--- config.mk ---
export PLATFORM = sky130hd
export DESIGN_NAME = square_motion_ctrl
export DESIGN_NICKNAME = d
export VERILOG_FILES = /design/src/rtl/square_motion_ctrl_pkg.sv /design/src/rtl/square_motion_ctrl_axis_bounce.sv /design/src/rtl/square_motion_ctrl.sv
export SDC_FILE = /design/constraint.sdc
export NUM_CORES = 1
export LEC_CHECK = 0
export ABC_AREA = 1
export BUFFER_PORTS_ARGS = -buffer_cell sky130_fd_sc_hd__buf_2
export CAP_MARGIN = 20
export CORE_ASPECT_RATIO = 2
export CORE_MARGIN = 8
export CORE_UTILIZATION = 41
export CTS_CLUSTER_DIAMETER = 80
export DETAILED_ROUTE_END_ITERATION = 8
export SLEW_MARGIN = 20
export SYNTH_ARGS = -nofsm -noshare
export SYNTH_HDL_FRONTEND = slang
export SYNTH_HIERARCHICAL = 1
export SYNTH_SLANG_ARGS = --single-unit
--- constraint.sdc ---
create_clock -name clk_pix -period 3.3 [get_ports clk_pix]
set_input_delay 0.165 -clock clk_pix [delete_from_list [all_inputs] [get_ports clk_pix]]
set_output_delay 0.165 -clock clk_pix [all_outputs]
set_load 0.01 [all_outputs]
--- src/rtl/square_motion_ctrl_pkg.sv ---
`default_nettype none
// ---- square_motion_ctrl_pkg: shared state encoding and geometry defaults (rev 1.0) ----
package square_motion_ctrl_pkg;

  localparam int DEF_CORDW = 10;
  localparam int DEF_H_RES = 640;
  localparam int DEF_V_RES = 480;
  localparam int DEF_Q_SIZE = 32;

  typedef enum logic [2:0] {
    IDLE   = 3'd0,
    APPLY  = 3'd1,
    MOVE_X = 3'd2,
    MOVE_Y = 3'd3,
    DONE   = 3'd4
  } state_t;

endpackage
`default_nettype wire

--- src/rtl/square_motion_ctrl_axis_bounce.sv ---
`default_nettype none
// ---- square_motion_ctrl_axis_bounce: combinational one-axis step with edge reflection (rev 1.0) ----
module square_motion_ctrl_axis_bounce
  import square_motion_ctrl_pkg::*;
#(
  parameter int CORDW   = DEF_CORDW,
  parameter int SPEED_W = 4
) (
  input  logic [CORDW-1:0]   pos,
  input  logic               dir,
  input  logic [SPEED_W-1:0] speed,
  input  logic [CORDW-1:0]   limit,
  output logic [CORDW-1:0]   pos_next,
  output logic               dir_next,
  output logic               bounce
);

  // One guard bit so pos+speed near the top of the range cannot wrap
  logic [CORDW:0] pos_w;
  logic [CORDW:0] spd_w;
  logic [CORDW:0] lim_w;
  logic [CORDW:0] sum_w;

  assign pos_w = {1'b0, pos};
  assign spd_w = {{(CORDW + 1 - SPEED_W){1'b0}}, speed};
  assign lim_w = {1'b0, limit};
  assign sum_w = pos_w + spd_w;

  always_comb begin
    pos_next = pos;
    dir_next = dir;
    bounce   = 1'b0;
    if (dir) begin
      if (sum_w >= lim_w) begin
        pos_next = limit;
        dir_next = 1'b0;
        bounce   = 1'b1;
      end else begin
        pos_next = sum_w[CORDW-1:0];
      end
    end else begin
      if (pos_w <= spd_w) begin
        pos_next = '0;
        dir_next = 1'b1;
        bounce   = 1'b1;
      end else begin
        pos_next = pos - spd_w[CORDW-1:0];
      end
    end
  end

endmodule
`default_nettype wire

--- src/rtl/square_motion_ctrl.sv ---
`default_nettype none
// ---- square_motion_ctrl: per-frame square motion sequencer with shadowed config (rev 1.0) ----
module square_motion_ctrl
  import square_motion_ctrl_pkg::*;
#(
  parameter int CORDW     = DEF_CORDW,
  parameter int H_RES     = DEF_H_RES,
  parameter int V_RES     = DEF_V_RES,
  parameter int Q_SIZE    = DEF_Q_SIZE,
  parameter int SPEED_W   = 4,
  parameter int SPEED_RST = 1
) (
  input  logic               clk_pix,
  input  logic               sim_rst_n,
  input  logic               frame,
  input  logic               cfg_valid,
  output logic               cfg_ready,
  input  logic [SPEED_W-1:0] cfg_speed,
  input  logic               cfg_pause,
  output logic [CORDW-1:0]   qx,
  output logic [CORDW-1:0]   qy,
  output logic               busy,
  output logic               upd,
  output logic               bounce_x,
  output logic               bounce_y,
  output logic               frame_miss
);

  localparam logic [CORDW-1:0] X_LIM = CORDW'(H_RES - Q_SIZE);
  localparam logic [CORDW-1:0] Y_LIM = CORDW'(V_RES - Q_SIZE);

  state_t state;
  state_t state_nxt;

  logic [CORDW-1:0]   wx, wy;
  logic               dx, dy;
  logic [SPEED_W-1:0] speed, sh_speed;
  logic               pause, sh_pause;
  logic               pending, pending_nxt;
  logic               flag_bx;
  logic               xfer;
  logic               moving;
  logic [CORDW-1:0]   nx, ny;
  logic               ndx, ndy, nbx, nby;

  assign xfer   = cfg_valid && cfg_ready;
  assign moving = !pause && (speed != '0);

  square_motion_ctrl_axis_bounce #(.CORDW(CORDW), .SPEED_W(SPEED_W)) u_axis_x (
    .pos(wx), .dir(dx), .speed(speed), .limit(X_LIM),
    .pos_next(nx), .dir_next(ndx), .bounce(nbx)
  );

  square_motion_ctrl_axis_bounce #(.CORDW(CORDW), .SPEED_W(SPEED_W)) u_axis_y (
    .pos(wy), .dir(dy), .speed(speed), .limit(Y_LIM),
    .pos_next(ny), .dir_next(ndy), .bounce(nby)
  );

  always_ff @(posedge clk_pix or negedge sim_rst_n) begin
    if (!sim_rst_n) state <= IDLE;
    else            state <= state_nxt;
  end

  always_comb begin
    state_nxt = state;
    case (state)
      IDLE:    if (frame) state_nxt = APPLY;
      APPLY:   state_nxt = MOVE_X;
      MOVE_X:  state_nxt = MOVE_Y;
      MOVE_Y:  state_nxt = DONE;
      DONE:    state_nxt = IDLE;
      default: state_nxt = IDLE;
    endcase
  end

  always_comb begin
    pending_nxt = pending;
    if (state == APPLY && pending) pending_nxt = 1'b0;
    else if (xfer)                 pending_nxt = 1'b1;
  end

  // Y is stepped and both axes published on the edge into DONE, so qx/qy move together
  always_ff @(posedge clk_pix or negedge sim_rst_n) begin
    if (!sim_rst_n) begin
      wx         <= '0;
      wy         <= '0;
      dx         <= 1'b1;
      dy         <= 1'b1;
      speed      <= SPEED_W'(SPEED_RST);
      pause      <= 1'b0;
      sh_speed   <= '0;
      sh_pause   <= 1'b0;
      pending    <= 1'b0;
      cfg_ready  <= 1'b1;
      flag_bx    <= 1'b0;
      qx         <= '0;
      qy         <= '0;
      busy       <= 1'b0;
      upd        <= 1'b0;
      bounce_x   <= 1'b0;
      bounce_y   <= 1'b0;
      frame_miss <= 1'b0;
    end else begin
      busy      <= (state_nxt != IDLE);
      upd       <= 1'b0;
      bounce_x  <= 1'b0;
      bounce_y  <= 1'b0;
      pending   <= pending_nxt;
      cfg_ready <= !pending_nxt;
      if (frame && state != IDLE) frame_miss <= 1'b1;
      if (xfer) begin
        sh_speed <= cfg_speed;
        sh_pause <= cfg_pause;
      end
      case (state)
        APPLY: begin
          if (pending) begin
            speed <= sh_speed;
            pause <= sh_pause;
          end
        end
        MOVE_X: begin
          if (moving) begin
            wx      <= nx;
            dx      <= ndx;
            flag_bx <= nbx;
          end
        end
        MOVE_Y: begin
          if (moving) begin
            wy <= ny;
            dy <= ndy;
          end
          qx       <= wx;
          qy       <= moving ? ny : wy;
          upd      <= 1'b1;
          bounce_x <= flag_bx;
          bounce_y <= moving && nby;
          flag_bx  <= 1'b0;
        end
        default: ;
      endcase
    end
  end

endmodule
`default_nettype wire

# Yosys cells after proc, flatten, opt, wreduce, memory -nomap -nowiden
# Cells that the tools add are included.
[totals]
regBits = 53
latchBits = 0
ram_bits = 0
romBits = 0
input_bits = 9
out_inout_bits = 26
word_cells = 71
n_memories = 0
[classes]
addsub = 4
multipliers = 0
div = 0
magnitude_cmp = 4
eq_ne = 4
shift = 0
muxes = 25
n_bitwise = 0
reduce_logical = 16
[op_table]
columns = ["op", "count"]
rows = [
  ["two-way mux 10 bit", 6],
  ["adder 10 x 4 -> 11 bit", 2],
  ["<= comparator 10 x 4 -> 1 bit", 2],
  ["subtractor 10 x 4 -> 10 bit", 2],
  ["two-way mux 1 bit", 16],
  ["one-hot mux 3 bit (4 select lines)", 1],
  [">= comparator 11 x 10 -> 1 bit (second input constant)", 1],
  [">= comparator 11 x 9 -> 1 bit (second input constant)", 1],
  ["AND reduction 2 bit", 4],
  ["equality test 3 x 2 -> 1 bit (second input constant)", 2],
  ["nonzero test 3 bit", 2],
  ["logical AND 1 bit", 5],
  ["nonzero test 4 bit", 1],
  ["equality test 3 x 1 -> 1 bit (second input constant)", 1],
  ["logical NOT 3 bit", 1],
  ["two-way mux 3 bit", 1],
  ["logical NOT 1 bit", 2],
  ["!= test 2 bit (second input constant)", 1],
  ["one-hot mux 1 bit (2 select lines)", 1],
  ["nonzero test 2 bit", 1],
]

# Logic depth before layout (Yosys ltp)
# Gate-level depths: netlist (run 1).
[logic_depth]
word_depth = 6
ltp_mapped = 25
mapped_depth_nobuf = 23

# By module
# The synthesis (run 1) kept the hierarchy.
[modules_own_cells]
columns = ["module", "n_inst", "cells_each", "area_each_um2", "seq_area_each_um2"]
rows = [
  ["square_motion_ctrl", 1, 220, 2073.2, 1331.3],
  ["square_motion_ctrl_axis_bounce at u_axis_x", 1, 227, 1216.2, 0.0],
  ["square_motion_ctrl_axis_bounce at u_axis_y", 1, 227, 1213.7, 0.0],
]

# Least setup slack after synthesis (run 1)
# Ideal clock, no wire load.
[synth_path]
path_kind = "reg2reg"
startpoint = "register speed[0]"
endpoint = "register wy[6]"
setup_ns = 0.123
arrival_time_ns = 2.581
t_required_ns = 3.177
setup_slack_ns = 0.596
path_stages_with_launch = 20
path_buffers = 1
synth_period_minus_slack_ns = 2.704
cell_sequence = "dfstp_2 ha_1 inv_1 fa_1 inv_1 nand2_1 nand2_1 xor2_1 ha_1 nand2_1 inv_1 a21oi_1 nand2_1 nand2_1 nand2_2 buf_6 nand3_1 nand3_1 nand2_1 nand2_1"
[synth_via]
elab_chain_cells = 4
word_cells_on_any_way = 10
classes_between = "add/sub (2); order compare (2); mux (3); reduce/logical (3)"
[synth_rtl]
columns = ["item", "line_no", "rtl"]
rows = [
  ["start: declaration", "square_motion_ctrl.sv:37", "logic [SPEED_W-1:0] speed, sh_speed;"],
  ["start signal: assignment", "square_motion_ctrl.sv:89", "speed <= SPEED_W'(SPEED_RST);"],
  ["start signal: assignment", "square_motion_ctrl.sv:118", "speed <= sh_speed;"],
  ["adder 10 x 4 -> 11 bit", "square_motion_ctrl_axis_bounce.sv:27", "assign sum_w = pos_w + spd_w;"],
  [">= comparator 11 x 9 -> 1 bit", "square_motion_ctrl_axis_bounce.sv:34", "if (sum_w >= lim_w) begin"],
  ["two-way mux 10 bit", "square_motion_ctrl_axis_bounce.sv:34", ""],
  ["two-way mux 10 bit (*)", "square_motion_ctrl_axis_bounce.sv:33", "if (dir) begin"],
  ["named net ny[6]", "square_motion_ctrl.sv:43", "logic [CORDW-1:0] nx, ny;"],
  ["end signal: assignment", "square_motion_ctrl.sv:131", "wy <= ny;"],
  ["end: declaration", "square_motion_ctrl.sv:35", "logic [CORDW-1:0] wx, wy;"],
]
# Mark *: on every way through the listed nets, which the timed path passes. The rest lies on a longest branch.
# A chain may end at the register's enable or synchronous reset.

# Worst setup path in the final report (run 1)
[layout_path]
startpoint = "register speed[0]"
endpoint = "register wy[5]"
# The elaborated chain is that of the path after synthesis.

==> results.py, run 1 <==
metrics = {
    "sta": {
        "hold_viol": 0,
        "worst_slack_ps": 199.5,
        "maxClockFrequency_mhz": 322.5,
        "maxSlewHeadroom_pct": 45.05,
        "slew_viol_final": 0,
        "finalWorstPathRequiredPeriod_ps": 3100,
        "timing.final.crit_share_pct": 93.95,
        "finalSetupViolCount": 0,
        "fin_worst_skew_ps": 9.749,
        "tightestPinTransition_ps": 824.3,
    },
    "final_layout": {
        "synthesis_to_layout_area_growth_pct": 15.75,
        "antenna-diode-count": 0,
        "layout-drive-gt1-share_pct": 13.83,
        "design.final.nets": 807,
        "final.fill_count": 1152,
    },
    "global_route": {
        "grt_max_degree": 38,
        "global_route_wire_length_before_repair_mm": 21.67,
        "globalRouteOverflowTotal": 0,
        "number_of_global_route_vias_before_repair": 4466,
        "grt_usage_pct": 18.54,
        "antenna_found_initial": 0,
    },
    "logic_synthesis": {
        "netlist_instances": 674,
        "ys_seq_elements": 53,
        "synth-seq-area-share_pct": 29.56,
        "synthesis.yosys.warnings": 6,
        "yosysUniqueCellTypes": 32,
        "postSynthAreaPerCell_um2": 6.681,
        "mappedNetlistArea_um2": 4503,
    },
    "placed_design": {
        "post-dp-hpwl_mm": 10.86,
        "place_worst_setup_slack_ps": 15.78,
        "gp_routability_congestion": 0.9771,
        "port_buffers": 34,
    },
    "clock_network": {
        "cts.sinks": 53,
        "cts-root-to-sink-buffers": 2,
        "cts_buffers": 5,
        "cts.clk_slew.worst_paths_ps": 70,
        "worst_skew_pair_latency_ps": 300,
        "clock-root-buffer": "clkbuf_16",
        "cts_max_level": 2,
        "tritoncts_clock_tree": "done",
    },
    "critical_path": {
        "endpoint_kind": "flop",
        "critPathKind": "flop to flop",
        "critical_path_required_ps": 3540,
        "critical_path_peak_fanout": 11,
        "setup.worst_path.start_class": "flop",
        "critPathArrivalTime_ps": 3340,
    },
    "drt": {
        "routed_via_density": 4.949,
        "remaining_drc_errors": 0,
        "drt.antenna.violating_nets": 0,
        "vias": 4449,
        "avgRoutedWirePerCell_um": 14.86,
        "drt_total_wl_mm": 13.36,
        "detail_route.iter0.violations": 165,
        "detailedRoute.firstPassIterationCount": 4,
    },
    "die": {
        "chipWidth_um": 90.11,
        "die_h_um": 164.2,
        "floorplan.rows": 54,
        "core_area_um2": 10810,
        "floorplan.io_pins": 35,
        "die_area_um2": 14800,
        "initial_utilization_pct": 41.66,
    },
    "run": {
        "drv_cap": 0,
    },
    "hold_path": {
        "hold_path.class": "primary input to flop",
    },
    "outcome": {
        "status": "completed",
    },
}
==> cells in the mapped netlist (all sizes together) <==
cell	count	area, um2
nand2	276	1071
inv	105	394.1
nand3	62	315.3
dfrtp	49	1226
nor2	43	196.4
ha	36	450.4
a21oi	20	145.1
o21ai	19	95.09
xor2	16	140.1
buf	13	111.4
nand4	10	62.56
dfstp	4	105.1
fa	4	80.08
nand3b	4	30.03
a31oi	3	18.77
and3	2	12.51
conb	2	7.510
nor3	2	10.01
clkbuf	1	5.000
mux2	1	11.26
nor3b	1	7.510
o21bai	1	7.510
==> path summary, 6_finish.rpt <==
path,cells past startpoint,end,start,slack (ps)
worst max-delay path,19,wy[5]$_DFFE_PN0P_,speed[0]$_DFFE_PN1P_,200
worst min-delay path,2,sh_pause$_DFFE_PN0P_,cfg_pause,110
worst max register to register,19,wy[5]$_DFFE_PN0P_,speed[0]$_DFFE_PN1P_,200
worst min register to register,2,qx[7]$_DFFE_PN0P_,qx[7]$_DFFE_PN0P_,480
max in group asynchronous,3,speed[0]$_DFFE_PN1P_,sim_rst_n,1970
min in group asynchronous,2,qx[7]$_DFFE_PN0P_,sim_rst_n,500
==> critical path, cell delays in order, from the launching register on <==
cell and delay [ps]:
dfstp_2 600, ha_2 230, inv_1 60, fa_1 410
inv_2 90, nand2_1 50, nand2_1 100, xor2_1 120
ha_1 310, nand2_1 90, inv_1 40, a21oi_1 130
nand2_1 100, nand2_1 120, nand2_4 130, nor2_4 180
nand2_1 70, nand3_1 70, nand2_1 50, nand2_1 90
==> metal layers <==
layer	vias to the layer above	wire length, um	GRT usage (%)
li1	2216	-	-
met1	2082	4333	15.65
met2	108	7770	37.95
met3	43	372	1.831
met4	0	887	14.49
met5	-	0	0
==> layout by cell type, fill, tap and decap left out, types with 2 or more instances in the layout <==
cell	instances
a21oi_1	16
a21oi_4	4
a31oi_1	3
and3_1	2
buf_2	34
buf_4	16
clkbuf_16	5
conb_1	40
dfrtp_1	46
dfrtp_2	3
dfstp_2	4
fa_1	4
ha_1	35
inv_1	92
inv_2	13
nand2_1	268
nand2_2	4
nand2_4	4
nand3_1	61
nand3b_1	4
nand4_1	10
nor2_1	34
nor2_2	7
nor2_4	4
nor3_1	2
o21ai_0	13
o21ai_1	6
xor2_1	15
==> metrics by stage <==
stage / utilization [%] / std cells / cell area (um2) / hold WS [ps] / TNS (ps)
3_5_place_dp: 45.93 / 884 / 4965 / 316.7 / 0
5_1_grt: 48.22 / 899 / 5213 / 113.5 / -13.27
6_report: 48.22 / 899 / 5213 / 114.0 / 0
4_1_cts: 47.64 / 894 / 5150 / 109.0 / 0
3_3_place_gp: 45.93 / 884 / 4965 / 306.5 / 0
2_1_floorplan: - / 712 / 4646 / -130.6 / 0
==> registers in the layout, indices dropped and copies added, names as in the netlist <==
name,count
sh_speed,4
dy,1
frame_miss,1
wx,10
flag_bx,1
cfg_ready,1
speed,4
upd,1
pause,1
bounce_y,1
sh_pause,1
wy,10
pending,1
bounce_x,1
dx,1
busy,1
state,3
qx,10
==> final cells by class <==
| cell class | count | area [um2] | share of cell area, % |
|---|---|---|---|
| Timing Repair Buffer | 51 | 300.3 | 5.761 |
| Multi-Input combinational cell | 542 | 2839 | 54.46 |
| Clock buffer | 5 | 125.1 | 2.400 |
| Inverter | 105 | 394.1 | 7.561 |
| Tap cell | 140 | 175.2 | 3.361 |
| Clock inverter | 3 | 43.79 | 0.8401 |
| Sequential cell | 53 | 1335 | 25.61 |
==> repair_timing <==
| item | CTS | global route |
|---|---|---|
| cloned | 1 | 1 |
| pin swaps | 1 | 4 |
| setup endpoints to repair | 1 | 23 |
| setup buffers | 0 | 4 |
| endpoints found under the hold margin | 33 | 0 |
| gates resized for setup | 0 | 9 |
| hold buffers | 1 | 0 |
==> kinds of logic after synthesis <==
kind of cell / count (synthesis) / synth area share (%)
simple gates: 400 / 37.87
buf+inv: 119 / 11.34
flops: 53 / 29.56
other cells: 2 / 0.1668
fa+ha+maj: 40 / 11.78
mux: 1 / 0.2501
xor+xnor: 16 / 3.112
compound gates: 43 / 5.918
Power of run 1 is left out: the tool's default activity adds up to more than one toggle a clock period on the data nets, which glitch-free logic cannot reach.
==> inputs of run 2 (changes only) <==
==> constraint.sdc (replaced) <==
create_clock -name clk_pix -period 3.3 [get_ports clk_pix]
set_input_delay 0.495 -clock clk_pix [delete_from_list [all_inputs] [get_ports clk_pix]]
set_output_delay 0.495 -clock clk_pix [all_outputs]
set_load 0.01 [all_outputs]
==> results.py, run 2 (same netlist as run 1, synthesis figures left out) <==
metrics = {
    "drt": {
        "drt_total_wl_mm": 13.27,
        "detail_route.iter0.violations": 157,
        "vias": 4428,
        "drt.antenna.violating_nets": 0,
        "remaining_drc_errors": 0,
        "detailroute.wirelength.met3_um": 294,
        "wl_met1_mm": 4.334,
        "maxUsedRoutingLayer": "met4",
        "routed_via_density": 4.931,
        "wl_met2_mm": 7.487,
        "detailedRoute.firstPassIterationCount": 4,
        "avgRoutedWirePerCell_um": 14.77,
    },
    "sta": {
        "timing.final.crit_share_pct": 92.76,
        "maxSlewHeadroom_pct": 58.99,
        "finalWorstPathRequiredPeriod_ps": 3061,
        "fin_worst_skew_ps": 6.487,
        "tightestPinTransition_ps": 615.1,
        "hold_viol": 0,
        "hold-worst-slack_ps": 18.42,
        "maxClockFrequency_mhz": 326.7,
        "slew_viol_final": 0,
        "finalSetupViolCount": 0,
    },
    "run": {
        "drv_cap": 0,
    },
    "final_layout": {
        "layout-drive-gt1-share_pct": 13.46,
        "most_frequent_cells_in_the_layout": "nand2_1, inv_1, nand3_1",
        "commonest_non_fill_non_tap_cell_in_the_layout": "nand2_1",
        "synthesis_to_layout_area_growth_pct": 15.06,
        "layout_top_registers": "qx x10, wx x10, wy x10",
        "design.final.nets": 806,
        "antenna-diode-count": 0,
        "final.fill_count": 1147,
    },
    "die": {
        "die_h_um": 164.2,
        "floorplan.io_pins": 35,
        "floorplan.rows": 54,
        "die_area_um2": 14800,
        "initial_utilization_pct": 41.66,
        "core_area_um2": 10810,
        "chipWidth_um": 90.11,
    },
    "outcome": {
        "status": "completed",
    },
    "critical_path": {
        "critical_path_required_ps": 3530,
        "critPathKind": "flop to flop",
        "r2r_end": "wy[7]$_DFFE_PN0P_",
        "critical_path_peak_fanout": 11,
        "endpoint_kind": "flop",
        "reg2reg_from": "speed[0]$_DFFE_PN1P_",
        "setup.worst_path.start_class": "flop",
        "ff2ff_path_depth": 19,
        "reg2reg_setup_slack_ps": 240,
        "critPathArrivalTime_ps": 3290,
    },
    "placed_design": {
        "gp_routability_congestion": 0.9752,
        "post-dp-hpwl_mm": 10.84,
        "port_buffers": 34,
    },
    "global_route": {
        "antenna_found_initial": 0,
        "grt_max_degree": 47,
        "global_route_wire_length_before_repair_mm": 21.58,
        "number_of_global_route_vias_before_repair": 4579,
        "grt_usage_pct": 18.46,
        "globalRouteOverflowTotal": 0,
    },
    "clock_network": {
        "tritoncts_clock_tree": "done",
        "cts_max_level": 2,
        "cts_buffers": 5,
        "worst_skew_pair_latency_ps": 300,
        "clock-root-buffer": "clkbuf_16",
        "cts.clk_slew.worst_paths_ps": 80,
        "cts.sinks": 53,
        "cts-root-to-sink-buffers": 2,
    },
    "hold_path": {
        "hold_path.class": "primary input to async pin",
    },
}
==> run 2: changes by cell type in the layout (fill, tap and decap cells not counted) <==
cell | previous run | this run
dfrtp_1 | 46 | 49
dfrtp_2 | 3 | 0
clkinvlp_4 | 0 | 2
bufinv_16 | 1 | 0
clkinv_2 | 1 | 0
dlygate4sd3_1 | 1 | 0
fa_1 | 4 | 3
fa_2 | 0 | 1
inv_6 | 1 | 0
inv_8 | 0 | 1
nor2_1 | 34 | 35
nor2_2 | 7 | 6
==> run 2: worst max-delay path by stage <==
stage | start | endpoint | slack [ps] | cells after the start
after CTS | speed[0]$_DFFE_PN1P_ | wy[4]$_DFFE_PN0P_ | 7 | 18
after floorplan | speed[0]$_DFFE_PN1P_ | wy[6]$_DFFE_PN0P_ | 600 | 19
after detailed placement | speed[0]$_DFFE_PN1P_ | wy[4]$_DFFE_PN0P_ | 30 | 18
after global placement | speed[0]$_DFFE_PN1P_ | wy[9]$_DFFE_PN0P_ | 90 | 18
final | speed[0]$_DFFE_PN1P_ | wy[7]$_DFFE_PN0P_ | 240 | 19
after global routing | speed[3]$_DFFE_PN0P_ | wy[5]$_DFFE_PN0P_ | -10 | 20
==> run 2: layout make-up <==
class,count,area (um2),share of cell area [%]
Clock inverter,3,26.28,0.5071
Inverter,105,394.1,7.607
Clock buffer,5,125.1,2.415
Tap cell,140,175.2,3.381
Timing Repair Buffer,50,290.3,5.603
Sequential cell,53,1331,25.69
Multi-Input combinational cell,542,2839,54.79
==> run 2: worst max-delay path, cell delays in order (launching register included) <==
cell and delay, ps:
dfstp_2 600, ha_2 220, inv_1 60, fa_2 360, inv_2 80, nand2_1 50
nand2_1 110, xor2_1 120, ha_1 320, nand2_1 90, inv_1 40, a21oi_1 130
nand2_1 100, nand2_1 110, nand2_4 130, nor2_4 200, nand2_1 70, nand3_1 70
nand2_1 50, nand2_1 90
==> run 2: per-stage QoR <==
stage | instances | utilization, % | area [um2] | setup WS (ps) | setup TNS [ps]
floorplan | 712 | - | 4646 | 595.7 | 0
detailed placement | 884 | 45.93 | 4965 | 28.08 | 0
global placement | 884 | 45.93 | 4965 | 87.70 | 0
global route | 898 | 47.93 | 5181 | -14.94 | -51.51
CTS | 892 | 47.33 | 5116 | 7.143 | 0
finish | 898 | 47.93 | 5181 | 238.8 | 0
==> run 2: what timing repair did <==
item,CTS,global route
gates resized for setup,0,6
endpoints found under the setup margin,0,16
hold buffers,0,0
buffers inserted,0,4
==> run 2: routing by layer <==
layer	vias up	global-route usage, %
met5	-	0
met4	0	16.48
met3	62	2.105
met2	98	37.21
met1	2049	15.15
li1	2219	-
Power of run 2 is left out for the same reason.
==> inputs of run 3 (changes only) <==
MAX_ROUTING_LAYER = met4   (was unset)
==> results.py, run 3 (same netlist as run 1, synthesis figures left out) <==
metrics = {
    "outcome": {
        "status": "completed",
    },
    "final_layout": {
        "final_cell_area_um2": 5225,
        "seqCellArea_um2": 1334,
        "final.fill_count": 1164,
        "commonest_non_fill_non_tap_cell_in_the_layout": "nand2_1",
        "layoutNonFillerInstCount": 903,
        "layout_top_registers": "qx x10, wx x10, wy x10",
        "design.final.nets": 811,
        "multi_input_area_um2": 2839,
        "synthesis_to_layout_area_growth_pct": 16.03,
        "layout-drive-gt1-share_pct": 14.29,
        "antenna-diode-count": 0,
        "most_frequent_cells_in_the_layout": "nand2_1, inv_1, nand3_1",
    },
    "drt": {
        "detailedRoute.firstPassIterationCount": 4,
        "detail_route.iter0.violations": 168,
        "detailroute.wirelength.met3_um": 294,
        "routed_via_density": 4.884,
        "maxUsedRoutingLayer": "met4",
        "drt_total_wl_mm": 13.61,
        "wl_met1_mm": 4.322,
        "vias": 4410,
        "avgRoutedWirePerCell_um": 15.07,
        "remaining_drc_errors": 0,
        "wl_met2_mm": 7.940,
        "drt.antenna.violating_nets": 0,
    },
    "global_route": {
        "grt_usage_pct": 19.08,
        "number_of_global_route_vias_before_repair": 4424,
        "globalRouteOverflowTotal": 0,
        "global_route_wire_length_before_repair_mm": 21.44,
        "antenna_found_initial": 0,
        "grt_max_degree": 29,
    },
    "critical_path": {
        "setup.worst_path.start_class": "flop",
        "critPathKind": "flop to flop",
        "critical_path.cell_chain": "ha_2 > inv_1 > fa_1 > inv_2 > nand2_1 > nand2_1 > xor2_1 > ha_1 > nand2_1 > inv_1 > a21oi_1 > nand2_1 > nand2_1 > nand2_4 > nor2_2 > nand2_1 > nand3_1 > nand2_1 > nand2_1",
        "critical_path_required_ps": 3540,
        "reg2reg_from": "speed[0]$_DFFE_PN1P_",
        "path_common_cell": "nand2_1",
        "crit_path_max_cell_delay_ps": 590,
        "critical_path_peak_fanout": 10,
        "timing.critical_path.slowest_stage_cell": "dfstp_2",
        "critPathArrivalTime_ps": 3340,
        "crit_start": "speed[0]$_DFFE_PN1P_",
        "endpoint_kind": "flop",
    },
    "placed_design": {
        "inst_count_dp": 888,
        "port_buffers": 34,
        "post-dp-hpwl_mm": 11.22,
        "gp_routability_congestion": 0.9364,
        "placed_area_um2": 4995,
    },
    "sta": {
        "timing.final.crit_share_pct": 94.08,
        "tightestPinTransition_ps": 625.4,
        "finalSetupViolCount": 0,
        "finalWorstPathRequiredPeriod_ps": 3105,
        "hold-worst-slack_ps": 211.4,
        "fin_setup_tns_ps": 0,
        "maxClockFrequency_mhz": 322.1,
        "slew_viol_final": 0,
        "hold_viol": 0,
        "maxSlewHeadroom_pct": 58.31,
        "fin_worst_skew_ps": 5.599,
    },
    "hold_path": {
        "hold_path.class": "primary input to async pin",
    },
    "die": {
        "chipWidth_um": 90.11,
        "die_area_um2": 14800,
        "initial_utilization_pct": 41.66,
        "floorplan.rows": 54,
        "die_h_um": 164.2,
        "floorplan.io_pins": 35,
        "core_area_um2": 10810,
    },
    "clock_network": {
        "cts.clk_slew.worst_paths_ps": 70,
        "worst_skew_pair_latency_ps": 290,
        "cts-root-to-sink-buffers": 2,
        "cts.sinks": 53,
        "cts_buffers": 5,
        "clock-root-buffer": "clkbuf_16",
        "postCtsHoldBufs": 0,
        "cts_max_level": 2,
        "tritoncts_clock_tree": "done",
    },
    "run": {
        "drv_cap": 0,
    },
}
run 3: cell count changes in the layout (fill, tap and decap cells not counted), sizes merged:
| cell | previous run | this run |
|---|---|---|
| clkbuf | 5 | 6 |
| buf | 50 | 55 |
| clkinvlp | 2 | 0 |
| clkinv | 0 | 1 |
run 3: cell type report:
cell class / count / share of cell area (%)
Multi-Input combinational cell: 542 / 54.33
Sequential cell: 53 / 25.53
Inverter: 105 / 7.543
Timing Repair Buffer: 55 / 6.513
Tap cell: 140 / 3.352
Clock buffer: 6 / 2.466
Clock inverter: 2 / 0.2634
run 3: timing repair:
action / in CTS / in global routing
setup endpoints to repair: 0 / 24
setup buffers: 0 / 5
resized for setup: 0 / 10
run 3: path summary, 6_finish.rpt:
kind                                            to  slack (ps)  cells past startpoint
hold / removal                   qx[7]$_DFFE_PN0P_         210                      1
setup / recovery                 wx[3]$_DFFE_PN0P_         200                     19
min in group clk_pix       sh_speed[1]$_DFFE_PN0P_         450                      3
setup reg to reg                 wx[3]$_DFFE_PN0P_         200                     19
hold reg to reg                  qx[6]$_DFFE_PN0P_         480                      2
max in group asynchronous     speed[0]$_DFFE_PN1P_        2330                      2
run 3: critical path: cells and delay by family (launching register included):
family | cells | cell delay [ps]
AND/OR/NAND/NOR | 11 | 1090
adder cells (fa/ha/maj) | 3 | 930
flip-flops | 1 | 590
AO/OA/AOI/OAI | 1 | 130
XOR/XNOR | 1 | 120
buffers and inverters | 3 | 180
run 3: layer usage:
metal | GRT usage [%] | vias up
met5 | - | -
met4 | 15.18 | 0
met3 | 1.693 | 52
met2 | 38.89 | 108
met1 | 14.73 | 2023
li1 | - | 2227
run 3: stage by stage:
| step | worst slack [ps] | util (%) |
|---|---|---|
| 2_1_floorplan | 595.7 | - |
| 3_3_place_gp | 138.3 | 46.20 |
| 3_5_place_dp | 76.11 | 46.20 |
| 4_1_cts | 47.84 | 47.52 |
| 5_1_grt | -13.15 | 48.33 |
| 6_report | 195.2 | 48.33 |
Power of run 3 is left out for the same reason.
